$ cat src/rtl/y_tile_pack_wb.sv
// y_tile_pack_wb: packs TPL signed tiles into a line and writes it to an output buffer with ready handshake.
// Optional YWB_MAXABS_EN tracks per-vector max |lane| on maxabs.
module y_tile_pack_wb #(
  parameter int TILE_SIZE  = 4,
  parameter int DATA_WIDTH = 16,
  parameter int DATA_W     = 256,
  parameter int D          = 256,
  parameter int OUT_DEPTH  = 64,
  parameter int OUT_ADDR_W = $clog2(OUT_DEPTH)
) (
  input  logic                            clk,
  input  logic                            rst_n,
  input  logic                            soft_clr,
  input  logic                            y_axis_TVALID,
  output logic                            y_axis_TREADY,
  input  logic [TILE_SIZE*DATA_WIDTH-1:0] y_axis_TDATA,
  output logic                            wr_en,
  input  logic                            wr_ready,
  output logic [OUT_ADDR_W-1:0]           wr_addr,
  output logic [DATA_W-1:0]               wr_data,
  output logic                            vec_done,
  output logic [15:0]                     vec_cnt,
  output logic                            busy,
  output logic [15:0]                     maxabs
);
  localparam int TW   = TILE_SIZE * DATA_WIDTH;
  localparam int TPL  = DATA_W / TW;
  localparam int LPV  = D / (DATA_W / DATA_WIDTH);
  localparam int TI_W = TPL > 1 ? $clog2(TPL) : 1;
  localparam int LC_W = LPV > 1 ? $clog2(LPV) : 1;
  typedef enum logic {FILL, WRITE} state_t;
  state_t state, state_d;
  logic [TI_W-1:0] tile_idx;
  logic [LC_W-1:0] line_cnt;
  logic fire, last_tile, wr_done, last_line;
  assign y_axis_TREADY = state == FILL;
  assign wr_en         = state == WRITE;
  assign fire          = y_axis_TVALID && y_axis_TREADY;
  assign last_tile     = tile_idx == TI_W'(TPL - 1);
  assign wr_done       = wr_en && wr_ready;
  assign last_line     = line_cnt == LC_W'(LPV - 1);
  assign busy          = tile_idx != '0 || state == WRITE;
  always_comb begin
    state_d = soft_clr ? FILL : (fire && last_tile) ? WRITE : wr_done ? FILL : state;
  end
  always_ff @(posedge clk or negedge rst_n)
    if (!rst_n) state <= FILL;
    else state <= state_d;
  always_ff @(posedge clk or negedge rst_n)
    if (!rst_n) begin
      tile_idx <= '0;
      line_cnt <= '0;
      wr_addr  <= '0;
      wr_data  <= '0;
      vec_done <= 1'b0;
      vec_cnt  <= '0;
    end else if (soft_clr) begin
      tile_idx <= '0;
      line_cnt <= '0;
      wr_addr  <= '0;
      wr_data  <= '0;
      vec_done <= 1'b0;
    end else begin
      vec_done <= wr_done && last_line;
      if (fire) begin
        tile_idx <= last_tile ? '0 : tile_idx + 1'b1;
        for (int k = 0; k < TPL; k++)
          if (tile_idx == TI_W'(k)) wr_data[k*TW +: TW] <= y_axis_TDATA;
      end
      if (wr_done) begin
        wr_data  <= '0;
        wr_addr  <= wr_addr == OUT_ADDR_W'(OUT_DEPTH - 1) ? '0 : wr_addr + 1'b1;
        line_cnt <= last_line ? '0 : line_cnt + 1'b1;
        if (last_line) vec_cnt <= vec_cnt + 16'd1;
      end
    end
`ifdef YWB_MAXABS_EN
  logic [DATA_WIDTH-1:0] run_max, tile_max, mag;
  function automatic logic [DATA_WIDTH-1:0] abs_sat(input logic [DATA_WIDTH-1:0] v);
    return !v[DATA_WIDTH-1] ? v : v == {1'b1, {(DATA_WIDTH-1){1'b0}}} ? {1'b0, {(DATA_WIDTH-1){1'b1}}} : -v;
  endfunction
  always_comb begin
    tile_max = '0;
    mag      = '0;
    for (int i = 0; i < TILE_SIZE; i++) begin
      mag      = abs_sat(y_axis_TDATA[i*DATA_WIDTH +: DATA_WIDTH]);
      tile_max = mag > tile_max ? mag : tile_max;
    end
  end
  // Running max is published together with vec_done, then restarts for the next vector.
  always_ff @(posedge clk or negedge rst_n)
    if (!rst_n) begin
      run_max <= '0;
      maxabs  <= '0;
    end else if (soft_clr) run_max <= '0;
    else if (wr_done && last_line) begin
      maxabs  <= 16'(run_max);
      run_max <= '0;
    end else if (fire && tile_max > run_max) run_max <= tile_max;
`else
  assign maxabs = '0;
`endif
endmodule

$ cat config.mk
export PLATFORM = sky130hd
export DESIGN_NAME = y_tile_pack_wb
export DESIGN_NICKNAME = d
export VERILOG_FILES = /design/src/rtl/y_tile_pack_wb.sv
export SDC_FILE = /design/constraint.sdc
export NUM_CORES = 1
export LEC_CHECK = 0
export ABC_AREA = 1
export CAP_MARGIN = 20
export CORE_MARGIN = 1.5
export CORE_UTILIZATION = 51
export CTS_CLUSTER_DIAMETER = 80
export DETAILED_ROUTE_END_ITERATION = 10
export GPL_ROUTABILITY_DRIVEN = 0
export GPL_TIMING_DRIVEN = 0
export PLACE_DENSITY = 0.86
export SETUP_SLACK_MARGIN = 0.4
export SKIP_CTS_REPAIR_TIMING = 1
export SYNTH_ARGS = -nofsm -noshare
export SYNTH_HDL_FRONTEND = slang
export SYNTH_SLANG_ARGS = --single-unit
$ cat constraint.sdc
create_clock -name clk -period 2.2 [get_ports clk]
set_input_delay 0.66 -clock clk [delete_from_list [all_inputs] [get_ports clk]]
set_output_delay 0.66 -clock clk [all_outputs]
set_load 0.05 [all_outputs]
==> results, run 1 <==
- The run finished, with violations left.
- The checks that failed: setup timing.
- After layout, the design draws a total of 13.3 mW.
- After detailed routing, the number of vias per cell comes to 5.43.
- The global-route wire length before repair is 60500 um.
- The number of top-level pins is 367.
- Summing every instance area after synthesis gives 12300 um2.
- For this design, the slowest cell found on the critical path is o21ai_0.
- In the final design database the tool counted 1956 nets.
- STA classifies the critical path startpoint as an input port.
- The reg-to-reg startpoint is wr_en.
- The critical register-to-register path endpoint is wr_data[20].
- Setup repair after global routing could not meet its margin everywhere.
- The synthesis-stage register bit count is 286.
- After layout, the worst setup slack is -0.0802 ns.
- The clock arrives with 0.0192 ns of skew.
- The worst-case headroom to the max-slew limit is 54.3%.
- The largest vdd supply drop is 0.593 mV.
- By instance count, the cell type seen most on the critical path is inv_2.
- The count of final hold-check violations is 0.
- The post-route netlist has 19.0% of its cells at a drive strength greater than 1.
- The number of clock sinks is 286.
- The static leakage is 11.9 nW.
- Of the available clock period, the critical path in the final layout requires 104%.
- The first detailed-routing pass took 6 iterations.
- The path type of the worst min-delay path is in2async.
- Clock tree synthesis selected as its root buffer the cell clkbuf_16.
- The dominant synthesized flop cell is dfrtp_1.
- At the worst endpoint, the required time is 2.57 ns.
- Dividing total power by cell area gives a power density of 729 nW/um2.
- At the pin with the least slew margin, the transition time is 0.678 ns.
- At the later pin of the worst-skew pair, clock insertion delay measures 0.54 ns.
- STA puts the critical path data arrival time at 2.65 ns.
- The clock passes through at most 3 buffers.
- The number of slew-limit violations in the final report is 0.
- Measured on the finished design, the core utilization comes to 77.2%.
- The DRC marker count from the first detailed-route iteration is 1157.
- On the worst path, the slowest cell contributes a delay of 0.56 ns.
- The type of element capturing the critical path is a register.
- The floorplan step defined a die boundary enclosing 25100 um2.
- After synthesis, the mean cell area works out to 8.53 um2.
- The total overflow left after global routing is 0.
- The synthesized design contains 0 enable-type register cells.
- Setup violations remaining at the end of the flow were counted as 1.
- The commonest non-fill, non-tap cell in the layout is nand2_1.
- Subtracting the final worst setup slack from the clock period gives 2.28 ns.
- In the final timing run, aggregate negative setup slack is -0.0802 ns.
- The post-detailed-route DRC marker count is 0.
- The routed design has 42900 um of wire.
- The critical path's top delay family is buffers and inverters.
- Entering global routing, the biggest net connects 126 pins.
- Static timing analysis puts the maximum clock frequency at 439 MHz.
- The number of global-route vias before repair is 11300.
- The post-DP HPWL is 27800 um.
- The share of flip-flops with an asynchronous set or reset is 100%.
- The reg2reg setup slack is 0.12 ns.
- Across the run, the number of max-cap violations was 0.
- Dividing the detail-routed wire length by the instance count gives 19.3 um.
- In this run the horizontal extent of the chip is 158 um.
- The top cell types in the final layout, fill and taps aside, are nand2_1 (506), dfrtp_1 (272), nand3_1 (207).
- In the synthesized netlist, the number of instances is 1445.
- The worst slack after detailed placement is -0.383 ns.
- After clock tree synthesis, the clock-pin slew on the worst setup and hold paths is 0.08 ns.
- The signal on the critical path passes through clkdlybuf4s50_1 -> inv_2 -> nand2_4 -> inv_2 -> o21ai_1 -> buf_4 -> buf_2 -> o21ai_0.
- The overall routing resource usage is 31.2%.
- The initialized floorplan defines 56 standard-cell rows.
- The number of clock buffers added by TritonCTS is 29.
- The count of nets left with antenna violations once routing finished came out at 0.
- The peak fanout along the critical path is 10.
- The count of buffers inserted at the top-level ports is 350.
- The H-tree level count is 1.
- The number of warning messages in the yosys log is 0.
- The initial utilization of the core area, before any placement, comes to 52.2%.
- The count of cells along the worst register-to-register path is 7.
- The critical path contains buffers and inverters numbering 5 combined.
- The number of antenna violations at the first check in global routing came to 0.
- The floorplan step defined a core boundary enclosing 23600 um2.
- The critical path class is in2reg.
- Detailed routing inserted a total of 12100 vias.
- The die is 158 um tall.
- The area added between synthesis and finish is 48.0%.
- The unique cell type count in the Yosys netlist is 25.
- The antenna diode instance count is 0.
- The TritonCTS clock tree is done.
- The proportion of synthesized chip area in sequential cells is 58.1%.
-- cell families (layout without fill, tap and decap cells) --
family	after synthesis	count (layout)	share of synthesized area (%)
buffers and inverters	249	690	9.74
AOI/OAI and AO/OA	80	80	3.35
xor gates and xnor gates	11	11	0.782
other	1	16	0.0304
DFF	286	286	58.1
and+or+nand+nor	811	811	27.3
adders and majority gates	7	7	0.711
-- worst register-to-register path: stages (launching register included) --
cell	delay (ns)
dfrtp_2	0.45
nand2_2	0.14
nand2_4	0.14
inv_2	0.09
o21ai_1	0.08
buf_4	0.22
buf_2	0.22
o21ai_0	0.56
-- worst max-delay path by stage --
stage / slack, ns / end / start / cells after the start
global placement: -12.57 / wr_en / rst_n / 1
CTS: -0.70 / busy / tile_idx[0] / 4
global route: -0.09 / wr_data[20] / soft_clr / 8
floorplan: 0.36 / busy / wr_en / 2
finish: -0.08 / wr_data[20] / soft_clr / 8
detailed placement: -0.38 / wr_data[1] / soft_clr / 8
-- cell usage after synthesis (6+ instances only) --
| cell type | n | area [um2] |
|---|---|---|
| nor2_1 | 77 | 289 |
| o21ai_0 | 74 | 370 |
| dfrtp_1 | 286 | 7160 |
| buf_6 | 13 | 146 |
| buf_4 | 27 | 203 |
| xor2_1 | 6 | 52.6 |
| nand3_1 | 207 | 1040 |
| inv_1 | 146 | 548 |
| nand4_1 | 7 | 43.8 |
| buf_2 | 53 | 265 |
| nand2_1 | 507 | 1900 |
| ha_1 | 7 | 87.6 |
-- state kept, by name, summed over array words and instances, names as in the netlist --
| name | count |
|---|---|
| wr_data | 256 |
| vec_done | 1 |
| vec_cnt | 16 |
| wr_addr | 6 |
| tile_idx | 2 |
| line_cnt | 4 |
| wr_en | 1 |
-- per-layer routing --
metal  routed length [um]  track usage, %  vias up
li1                     -               -     5331
met1                15600            38.9     5862
met2                20900            51.9      701
met3                 3900            5.93      162
met4                 2510            15.7        0
met5                    0               0        -
-- metrics by stage --
stage,std cells,area [um2],hold slack [ns]
finish,2220,18200,0.0759
global route,2220,18200,0.115
CTS,2183,17400,0.0992
detailed placement,2131,16400,0.487
global placement,2129,16300,0.483
floorplan,1460,12400,0.364
-- final cells by class --
type,count,area (um2)
Sequential cell,286,7170
Multi-Input combinational cell,925,4070
Clock inverter,12,191
Timing Repair Buffer,389,4350
Fill cell,1487,5380
Tap cell,319,399
Inverter,151,571
Buffer,98,637
Clock buffer,40,847
-- report_power, final --
part	switching [mW]	leakage, nW	internal [mW]	total [mW]
clock	2.08	0.513	3.26	5.34
combinational	1.63	7.45	0.719	2.35
sequential	0.149	3.89	5.47	5.62
total	3.85	11.9	9.45	13.3
No activity file was read; power rests on OpenSTA's default activity.
==> run 2, diff against run 1 <==
- CAP_MARGIN: 20 -> unset
- CORE_UTILIZATION: 51 -> 45
- PLACE_DENSITY: 0.86 -> 0.77
==> results, run 2 (synthesis results as in run 1) <==
- The library cell contributing the largest single delay on the critical path is clkdlybuf4s50_1.
- The count of buffers inserted at the top-level ports is 350 (unchanged).
- The effective utilization at floorplan is 45.8% (-6.3 points).
- The number of buffers created by CTS was 30 (+3.4%).
- Leaving out fill and tap cells, the most frequent cell in the layout is nand2_1.
- The slew at the pin closest to its max-slew limit is 0.600 ns (-0.0784 ns).
- The worst-case headroom to the max-slew limit is 60.0% (+5.7 points).
- The power density over the cells came to 713 nW/um2 (-2.3%).
- The latest clock arrival within the worst-skew pair is 0.54 ns (about the same).
- The achievable clock frequency is 482 MHz (+9.9%).
- The final setup violation count came to 0 (-1).
- The total wire length is 40400 um (-5.9%).
- The horizontal die dimension came to 168 um (+6.3%).
- The count of max-cap constraint violations came to 0 (unchanged).
- The final critical delay including setup and external delays came to 2.08 ns (-0.205 ns).
- The layout cell share with drive strength beyond 1 is 19.1% (+0.11 points).
- The type of origin of the critical path is an input port.
- The DRC marker count from the first detailed-route iteration came to 976 (-16%).
- The worst-case clock buffer depth is 3 (unchanged).
- The number of global-route vias before repair is 10900 (-3.5%).
- The number of top-level pins is 367 (unchanged).
- The ratio of routed vias to standard cells is 5.15 (-5.1%).
- The final worst slack is 0.125 ns (+0.205 ns).
- The critical path required time was 2.65 ns (+0.08 ns).
- The detailed-routing iteration count for the pre-antenna-repair pass is 7 (+1).
- The area of all placed cells without fillers is 18300 um2 (+0.29%).
- The cell area reported after detailed placement is 16400 um2 (+0.17%).
- The flip-flop count of the largest register, all copies and words added is 256 (unchanged).
- The share of the clock period used by the worst path after layout came to 94.3% (-9.3 points).
- The clock transition at the registers of the reported paths is 0.07 ns (about the same).
- The overall power after layout is 13.0 mW (-2.0%).
- The buffering stage count on the worst path with inverters included is 4 (-1).
- The final non-filler cell total was 2253 (+1.5%).
- The accumulated negative setup slack is 0 ns (+0.0802 ns).
- The root cell of the clock tree is clkbuf_16.
- The flow ran to the end, and the final reports show no timing, DRC or antenna violations.
- The largest stage delay on the critical path is 0.50 ns (-0.06 ns).
- The die height came to 168 um (+6.3%).
- The number of rows in the core area came to 60 (+7.1%).
- The critical path data arrival time is 2.52 ns (-0.13 ns).
- The cell depth of the worst setup path was 8 (unchanged).
- The worst slack after detailed placement is -0.427 ns (-0.0437 ns).
- Setup repair after global routing could not meet its margin everywhere.
- The global-route wire length before repair is 60200 um (-0.43%).
- The signal on the critical path passes through clkdlybuf4s50_1 -> inv_2 -> nand2_2 -> buf_4 -> buf_4 -> nor2_1 -> nand2_1 -> o21ai_0.
- The peak fanout along the critical path is 10 (unchanged).
- The mean routed wirelength per cell is 17.9 um (-7.2%).
- The largest vdd supply drop is 0.523 mV (-12%).
- The area inside the core boundary is 26900 um2 (+14%).
- The path type of the worst min-delay path is in2async.
- The count of final hold-check violations is 0 (unchanged).
- The largest registers in the layout are wr_data (256), vec_cnt (16), wr_addr (6).
- The count of vias placed by the detailed router is 11600 (-3.7%).
- The total instance count after detailed placement is 2153 (+1.0%).
- The library cells used most frequently in the layout, excluding fill and tap cells, are nand2_1 (506), dfrtp_1 (269), nand3_1 (207).
- The final clock skew is 0.0101 ns (-0.00905 ns).
- The H-tree level count is 1 (unchanged).
- The final-stage net count came to 1964 (+0.41%).
- TritonCTS built the clock tree.
- The floorplan die area is 28400 um2 (+13%).
- The core occupancy in the finished layout came to 68.1% (-9.2 points).
- The kind of cell with the highest combined delay along the critical path is buffers and inverters.
- The number of clock sinks is 286 (unchanged).
- The count of nets left with antenna violations after detail routing is 0 (unchanged).
- The sum of overflow across all layers after global routing was 0 (unchanged).
- The overall routing resource usage is 26.9% (-4.2 points).
- The most frequent cell on the critical path is buf_4.
- The type of element capturing the critical path is a register.
- The static leakage is 11.9 nW (+0.46%).
- The worst hold margin is 0.0784 ns (+0.00249 ns).
- The maximum number of pins on one net before global-route repair is 112 (-11%).
- Counting flops per register, the top entry is wr_data.
- The number of slew-limit violations in the final report was 0 (unchanged).
- The post-detailed-route DRC marker count is 0 (unchanged).
- The area growth from synthesis to layout is 48.5%.
- The count of cells along the worst register-to-register path is 7 (unchanged).
- The critical path class is in2reg.
- The number of antenna violations at the first check in global routing is 1 (+1).
- The post-DP HPWL is 27700 um (-0.48%).
-- run 2: changes by cell type in the layout (fill, tap and decap cells not counted), moves of 3 or more --
| cell | delta |
|---|---|
| buf_4 | +3 |
| bufinv_16 | -3 |
| clkinv_2 | +3 |
| dfrtp_1 | -3 |
| dfrtp_2 | +3 |
| nor2_1 | +5 |
| nor2_2 | -5 |
-- run 2: worst paths after layout --
kind	start	to	slack (ns)
worst min-delay path	rst_n	wr_data[123]	0.08
worst max register to register	wr_en	wr_data[51]	0.33
max in group asynchronous	rst_n	wr_data[166]	1.14
worst min register to register	wr_data[230]	wr_data[230]	0.50
min in group clk	wr_data[230]	wr_data[230]	0.50
worst max-delay path	soft_clr	wr_data[51]	0.12
-- run 2: power breakdown --
part | switching [mW] | internal [mW] | leakage [nW]
Clock | 2.12 | 3.01 | 0.495
Combinational | 1.59 | 0.717 | 7.52
Sequential | 0.137 | 5.47 | 3.89
-- run 2: final cells by class --
type	count	area, um2
clock buffer	42	877
sequential	286	7180
buffer	98	637
multi-input combinational	925	4050
antenna	1	2.50
tap	341	427
inverter	151	571
timing repair buffer	396	4430
clock inverter	13	124
fill	2091	8590
-- run 2: layer usage --
layer	routed length, um	global-route usage [%]	share of wire [%]
met1	16200	34.8	40
met3	3220	6.01	8.0
met4	1690	11.4	4.2
met2	19300	44.1	48
met5	0	0	0
==> run 3, diff against run 2 <==
- GPL_ROUTABILITY_DRIVEN: 0 -> 1
==> results of run 3 <==
The final DEF is identical to that of run 2; final timing and power are the same.
